<file path="src/rtl/control_calcu.sv">
// Calculator sequencer: walks operand entry (A, B), launches the selected unit,
// waits for completion or timeout, and holds the result or error for display.
module control_calcu #(
    parameter int SUM_LAT = 1,
    parameter int TMO     = 1023,
    parameter int TMO_W   = 10
) (
    input  logic       clk,
    input  logic       rst,
    input  logic       clr,
    input  logic       enter,
    input  logic       op_wr,
    input  logic [2:0] op_in,
    input  logic       done,
    input  logic       cout,
    input  logic       b_zero,
    output logic [1:0] estado,
    output logic [2:0] OP,
    output logic       ld_a,
    output logic       ld_b,
    output logic       start,
    output logic       busy,
    output logic       res_vld,
    output logic       ovf,
    output logic       err
);

    // Counter must hold both the adder latency (up to 15) and the timeout limit.
    localparam int CW = (TMO_W > 4) ? TMO_W : 4;

    typedef enum logic [2:0] {
        S_IDLE  = 3'd0,
        S_A     = 3'd1,
        S_B     = 3'd2,
        S_START = 3'd3,
        S_WAIT  = 3'd4,
        S_SHOW  = 3'd5,
        S_ERR   = 3'd6
    } state_t;

    state_t          r_state;
    logic [CW-1:0]   r_cnt;
    logic [1:0]      r_estado;
    logic [2:0]      r_op;
    logic            r_ld_a;
    logic            r_ld_b;
    logic            r_start;
    logic            r_busy;
    logic            r_res_vld;
    logic            r_ovf;
    logic            r_err;

    state_t          w_nxt;
    logic [2:0]      w_op_nxt;
    logic            w_ld_a;
    logic            w_ld_b;
    logic            w_sum_op;
    logic            w_wait_exit;
    logic            w_tmo_hit;

    function automatic logic op_legal(input logic [2:0] op);
        return (op <= 3'b100);
    endfunction

    function automatic logic [1:0] estado_of(input state_t st);
        case (st)
            S_IDLE:  return 2'b00;
            S_A:     return 2'b01;
            S_B:     return 2'b10;
            default: return 2'b11;
        endcase
    endfunction

    // Next-state, operation latch and load-strobe decode.
    always_comb begin
        w_nxt       = r_state;
        w_op_nxt    = r_op;
        w_ld_a      = 1'b0;
        w_ld_b      = 1'b0;
        w_sum_op    = (r_op[2:1] == 2'b00);
        w_wait_exit = w_sum_op ? (r_cnt == CW'(SUM_LAT - 1)) : done;
        w_tmo_hit   = (TMO != 0) && (r_cnt == CW'(TMO - 1));
        case (r_state)
            S_IDLE: begin
                w_nxt = S_A;
            end
            S_A: begin
                if (clr) begin
                    w_nxt = S_A;
                end else begin
                    if (op_wr && op_legal(op_in)) begin
                        w_op_nxt = op_in;
                    end else begin
                        w_op_nxt = r_op;
                    end
                    if (enter) begin
                        w_ld_a = 1'b1;
                        w_nxt  = w_op_nxt[2] ? S_START : S_B;
                    end else begin
                        w_nxt = S_A;
                    end
                end
            end
            S_B: begin
                if (clr) begin
                    w_nxt = S_A;
                end else begin
                    // raiz is unary, so it cannot be selected once B entry has begun
                    if (op_wr && op_legal(op_in) && (op_in != 3'b100)) begin
                        w_op_nxt = op_in;
                    end else begin
                        w_op_nxt = r_op;
                    end
                    if (enter) begin
                        w_ld_b = 1'b1;
                        w_nxt  = ((w_op_nxt == 3'b011) && b_zero) ? S_ERR : S_START;
                    end else begin
                        w_nxt = S_B;
                    end
                end
            end
            S_START: begin
                w_nxt = clr ? S_A : S_WAIT;
            end
            S_WAIT: begin
                if (clr) begin
                    w_nxt = S_A;
                end else if (w_wait_exit) begin
                    w_nxt = S_SHOW;
                end else if (w_tmo_hit) begin
                    w_nxt = S_ERR;
                end else begin
                    w_nxt = S_WAIT;
                end
            end
            S_SHOW, S_ERR: begin
                if (enter || clr) begin
                    w_nxt = S_A;
                end else begin
                    w_nxt = r_state;
                end
            end
            default: begin
                w_nxt = S_IDLE;
            end
        endcase
    end

    // State, WAIT counter and all registered outputs.
    always_ff @(posedge clk) begin
        if (rst) begin
            r_state   <= S_IDLE;
            r_cnt     <= '0;
            r_estado  <= 2'b00;
            r_op      <= 3'b000;
            r_ld_a    <= 1'b0;
            r_ld_b    <= 1'b0;
            r_start   <= 1'b0;
            r_busy    <= 1'b0;
            r_res_vld <= 1'b0;
            r_ovf     <= 1'b0;
            r_err     <= 1'b0;
        end else begin
            r_state   <= w_nxt;
            r_estado  <= estado_of(w_nxt);
            r_op      <= w_op_nxt;
            r_ld_a    <= w_ld_a;
            r_ld_b    <= w_ld_b;
            r_start   <= (w_nxt == S_START);
            r_busy    <= (w_nxt == S_START) || (w_nxt == S_WAIT);
            r_res_vld <= (w_nxt == S_SHOW);
            r_err     <= (w_nxt == S_ERR);
            if (r_state == S_WAIT) begin
                r_cnt <= r_cnt + {{(CW-1){1'b0}}, 1'b1};
            end else begin
                r_cnt <= '0;
            end
            if ((r_state == S_WAIT) && (w_nxt == S_SHOW) && w_sum_op) begin
                r_ovf <= cout;
            end else if (w_nxt != S_SHOW) begin
                r_ovf <= 1'b0;
            end else begin
                r_ovf <= r_ovf;
            end
        end
    end

    assign estado  = r_estado;
    assign OP      = r_op;
    assign ld_a    = r_ld_a;
    assign ld_b    = r_ld_b;
    assign start   = r_start;
    assign busy    = r_busy;
    assign res_vld = r_res_vld;
    assign ovf     = r_ovf;
    assign err     = r_err;

endmodule
</file>
<file path="config.mk">
export PLATFORM = sky130hd
export DESIGN_NAME = control_calcu
export DESIGN_NICKNAME = d
export VERILOG_FILES = /design/src/rtl/control_calcu.sv
export SDC_FILE = /design/constraint.sdc
export NUM_CORES = 1
export LEC_CHECK = 0
export ABC_AREA = 1
export CORE_UTILIZATION = 50
export DETAILED_ROUTE_END_ITERATION = 12
export PLACE_DENSITY = 0.77
export SLEW_MARGIN = 20
export SYNTH_ARGS = -nofsm -noshare
export SYNTH_HDL_FRONTEND = slang
export SYNTH_SLANG_ARGS = --single-unit
</file>
<file path="constraint.sdc">
create_clock -name clk -period 2.7 [get_ports clk]
set_input_delay 0.54 -clock clk [delete_from_list [all_inputs] [get_ports clk]]
set_output_delay 0.54 -clock clk [all_outputs]
set_load 0.01 [all_outputs]
</file>
==> flow_metrics.env <==
export IMPL_die_x_um=52.52
export IMPL_hold_path_startpoint="r_cnt[0]$_SDFF_PP0_"
export IMPL_worst_path_buf_inv=2
export IMPL_fmax_mhz=530.4
export IMPL_synthFlopType="sky130_fd_sc_hd__dfxtp_1"
export IMPL_ant_nets=0
export IMPL_hold_path_class="reg -> reg"
export IMPL_numPortBuffers=22
export IMPL_ff2ff_path_depth=5
export IMPL_leakage_power_figure_nw=0.7196
export IMPL_first_global_vias=1157
export IMPL_die_y_um=52.52
export IMPL_setup_worst_path_start_class="primary input"
export IMPL_cts_htree_levels=1
export IMPL_antenna_diode_count=0
export IMPL_setup_worst_path_class="in -> reg"
export IMPL_critPathMostFrequentCell="sky130_fd_sc_hd__nand2_1"
export IMPL_seq_area_frac_synth_pct=39.22
export IMPL_proportion_of_layout_cells_with_a_drive_suffix_above_1_pct=9.091
export IMPL_cts_tree="yes"
export IMPL_finClkSkew_ps=9.643
export IMPL_hold_viol=0
export IMPL_total_die_area_um2=2758
export IMPL_cell_by_cell_trace_of_the_critical_path="clkdlybuf4s50_1, inv_1, nand2_2, a21oi_1, nand2_1, a21oi_1, nand3_1, nand2_1, nand2_1"
export IMPL_cts_buffers_inserted=3
export IMPL_grt_usage_pct=21.51
export IMPL_crit_path_max_incr_delay_ps=510
export IMPL_critical_path_arrival_ps=2100
export IMPL_worst_setup_hold_path_clk_slew_ps=130
export IMPL_synth_top_cell_by_area="sky130_fd_sc_hd__dfxtp_1"
export IMPL_cts_setup_buffers=0
export IMPL_yosys_top_cells_area="sky130_fd_sc_hd__dfxtp_1 (39%), sky130_fd_sc_hd__nand2_1 (12%), sky130_fd_sc_hd__inv_1 (8.5%)"
export IMPL_reg2reg_slack_ps=1190
export IMPL_antenna_found_initial=0
export IMPL_r2r_end="OP[1]$_SDFFE_PP0P_"
export IMPL_initial_core_util_pct=55.05
export IMPL_max_cap_viol_count=0
export IMPL_cts_sinks=25
export IMPL_clk_latency_ps=300
export IMPL_crit_path_end_kind="flip-flop"
export IMPL_min_to="r_cnt[0]$_SDFF_PP0_"
export IMPL_synthToLayoutAreaGrowth_pct=22.16
export IMPL_io_pins=23
export IMPL_ys_ff_latch=25
export IMPL_nets=224
export IMPL_asyncSetResetFlopFracSynth_pct=0
export IMPL_routed_wire_length_per_instance_um=11.00
export IMPL_min_delay_path_depth=1
export IMPL_viasPerCell=5.089
export IMPL_critical_path_top_delay_family="buffers and inverters"
export IMPL_gp_routability_congestion=0.9267
export IMPL_cp_depth=9
export IMPL_run_status="finished clean"
export IMPL_final_period_utilization_pct=69.83
export IMPL_pin_count_of_the_biggest_net_entering_global_routing=15
export IMPL_setup_viol=0
export IMPL_regToRegStartpoint="r_state[2]$_SDFF_PP0_"
export IMPL_clock_tree_root="sky130_fd_sc_hd__clkbuf_4"
export IMPL_buffers_from_clock_root_to_sink_at_most=2
export IMPL_core_area_um2=2318
export IMPL_route_vias_total=1206
export IMPL_final_max_slew_viol_count=0
export IMPL_synth_net_count=197
export IMPL_postSynthCellCount=183
export IMPL_post_route_min_period_ps=1885
export IMPL_yosysTopAreaCellShare_pct=39.22
export IMPL_power_per_cell_area_nw_per_um2=404.6
export IMPL_max_slew_headroom_pct=81.86
export IMPL_ctsHoldBuffers=0
export IMPL_fin_setup_tns_ps=0
export IMPL_cts_repair_resize_count=0
export IMPL_yosys_top_cells_count="sky130_fd_sc_hd__nand2_1 (41), sky130_fd_sc_hd__inv_1 (29), sky130_fd_sc_hd__dfxtp_1 (25)"
export IMPL_tightest_slew_ps=270.3
export IMPL_setup_repair_after_global_routing_missed_its_margin="no"
export IMPL_crit_start="clr"
export IMPL_dp_hpwl_um=2135
export IMPL_grt_pass1_wl_um=4464
export IMPL_synth_cell_area_um2=1276
export IMPL_floorplan_rows=17
export IMPL_path_max_fanout=5
export IMPL_synthesis_yosys_warnings=0
export IMPL_avgSynthCellArea_um2=6.974
export IMPL_remaining_drc_errors=0
export IMPL_vdd_ir_drop_max_uv=350.1
export IMPL_worst_path_max_delay_cell="sky130_fd_sc_hd__clkdlybuf4s50_1"
export IMPL_globalRoute_totalOverflow=0
export IMPL_drt_iter0_drc=29
export IMPL_yosys_cell_types_count=28
export IMPL_routed_wl_um=2607
export IMPL_drtPass1Iterations=4
export IMPL_synth_most_common_cell="sky130_fd_sc_hd__nand2_1"
export IMPL_total_power_draw_w=0.0006307
export IMPL_synth_enable_flop_cells=0
export IMPL_worst_path_required_time_ps=2920
state kept, by name, indices dropped and copies added, names as in the netlist:
signal	flops
OP	3
busy	1
err	1
estado	2
ld_a	1
ld_b	1
ovf	1
r_cnt	10
r_state	3
res_vld	1
start	1
routing by layer:
layer | routed length (µm) | global-route usage (%) | part of all wire, %
met1 | 1178 | 26.03 | 45
met4 | 46 | 7.018 | 1.8
met2 | 1304 | 38.82 | 50
met5 | 0 | 0 | 0
met3 | 77 | 2.609 | 3.0
where the power goes:
part / switching, W / internal, W / total [W]
Clock: 0.000100 / 0.0000551 / 0.000156
Combinational: 0.0000501 / 0.0000409 / 0.0000910
Sequential: 0.00000685 / 0.000377 / 0.000384
Total: 0.000157 / 0.000473 / 0.000631
logic make-up after synthesis:
family                   count (synthesis)  share of synthesized area [%]
AND/OR/NAND/NOR                         99                          36.96
buffers and inverters                   31                          9.118
flip-flops                              25                          39.22
AO/OA/AOI/OAI                           23                          10.29
adder cells (fa/ha/maj)                  3                          2.941
XOR/XNOR                                 1                         0.6864
multiplexers                             1                         0.7843
placed cells by master, fill, tap and decap left out, drive strengths merged:
master / synthesis / routed
nor2: 25 / 25
clkbuf: 0 / 3
and2: 1 / 1
nand3: 13 / 13
nand2: 46 / 46
xnor2: 1 / 1
a211oi: 2 / 2
a21boi: 1 / 1
nor3b: 2 / 2
a21oi: 10 / 10
ha: 3 / 3
o21ai: 7 / 7
mux2i: 1 / 1
nor3: 4 / 4
inv: 31 / 31
clkdlybuf4s50: 0 / 22
o21a: 1 / 1
o211a: 1 / 1
a31oi: 1 / 1
or2: 2 / 2
nand4: 6 / 6
dfxtp: 25 / 25
clkinv: 0 / 1
stage by stage:
step	setup WS [ps]	util (%)	hold WS, ps	area [µm²]	instances
2_1_floorplan	1254	-	429.7	1276	183
3_3_place_gp	570.1	66.05	447.8	1531	233
3_5_place_dp	540.0	66.05	455.8	1531	233
4_1_cts	863.2	67.24	486.9	1559	237
5_1_grt	643.2	67.24	530.4	1559	237
6_report	814.6	67.24	481.8	1559	237
final cells by class:
cell class | count | area [µm²]
Fill cell | 210 | 759.5
Inverter | 31 | 116.4
Clock inverter | 1 | 5.005
Timing Repair Buffer | 22 | 220.2
Clock buffer | 3 | 22.52
Sequential cell | 25 | 500.5
Multi-Input combinational cell | 127 | 659.4
Tap cell | 28 | 35.03
how the worst max path moves through the flow:
stage	endpoint	slack (ps)
after detailed placement	busy$_SDFF_PP0_	540
after global routing	busy$_SDFF_PP0_	640
after global placement	busy$_SDFF_PP0_	570
final	estado[0]$_SDFF_PP0_	810
after CTS	busy$_SDFF_PP0_	860
after floorplan	busy$_SDFF_PP0_	1250
Power figures use the tool's default switching activity.
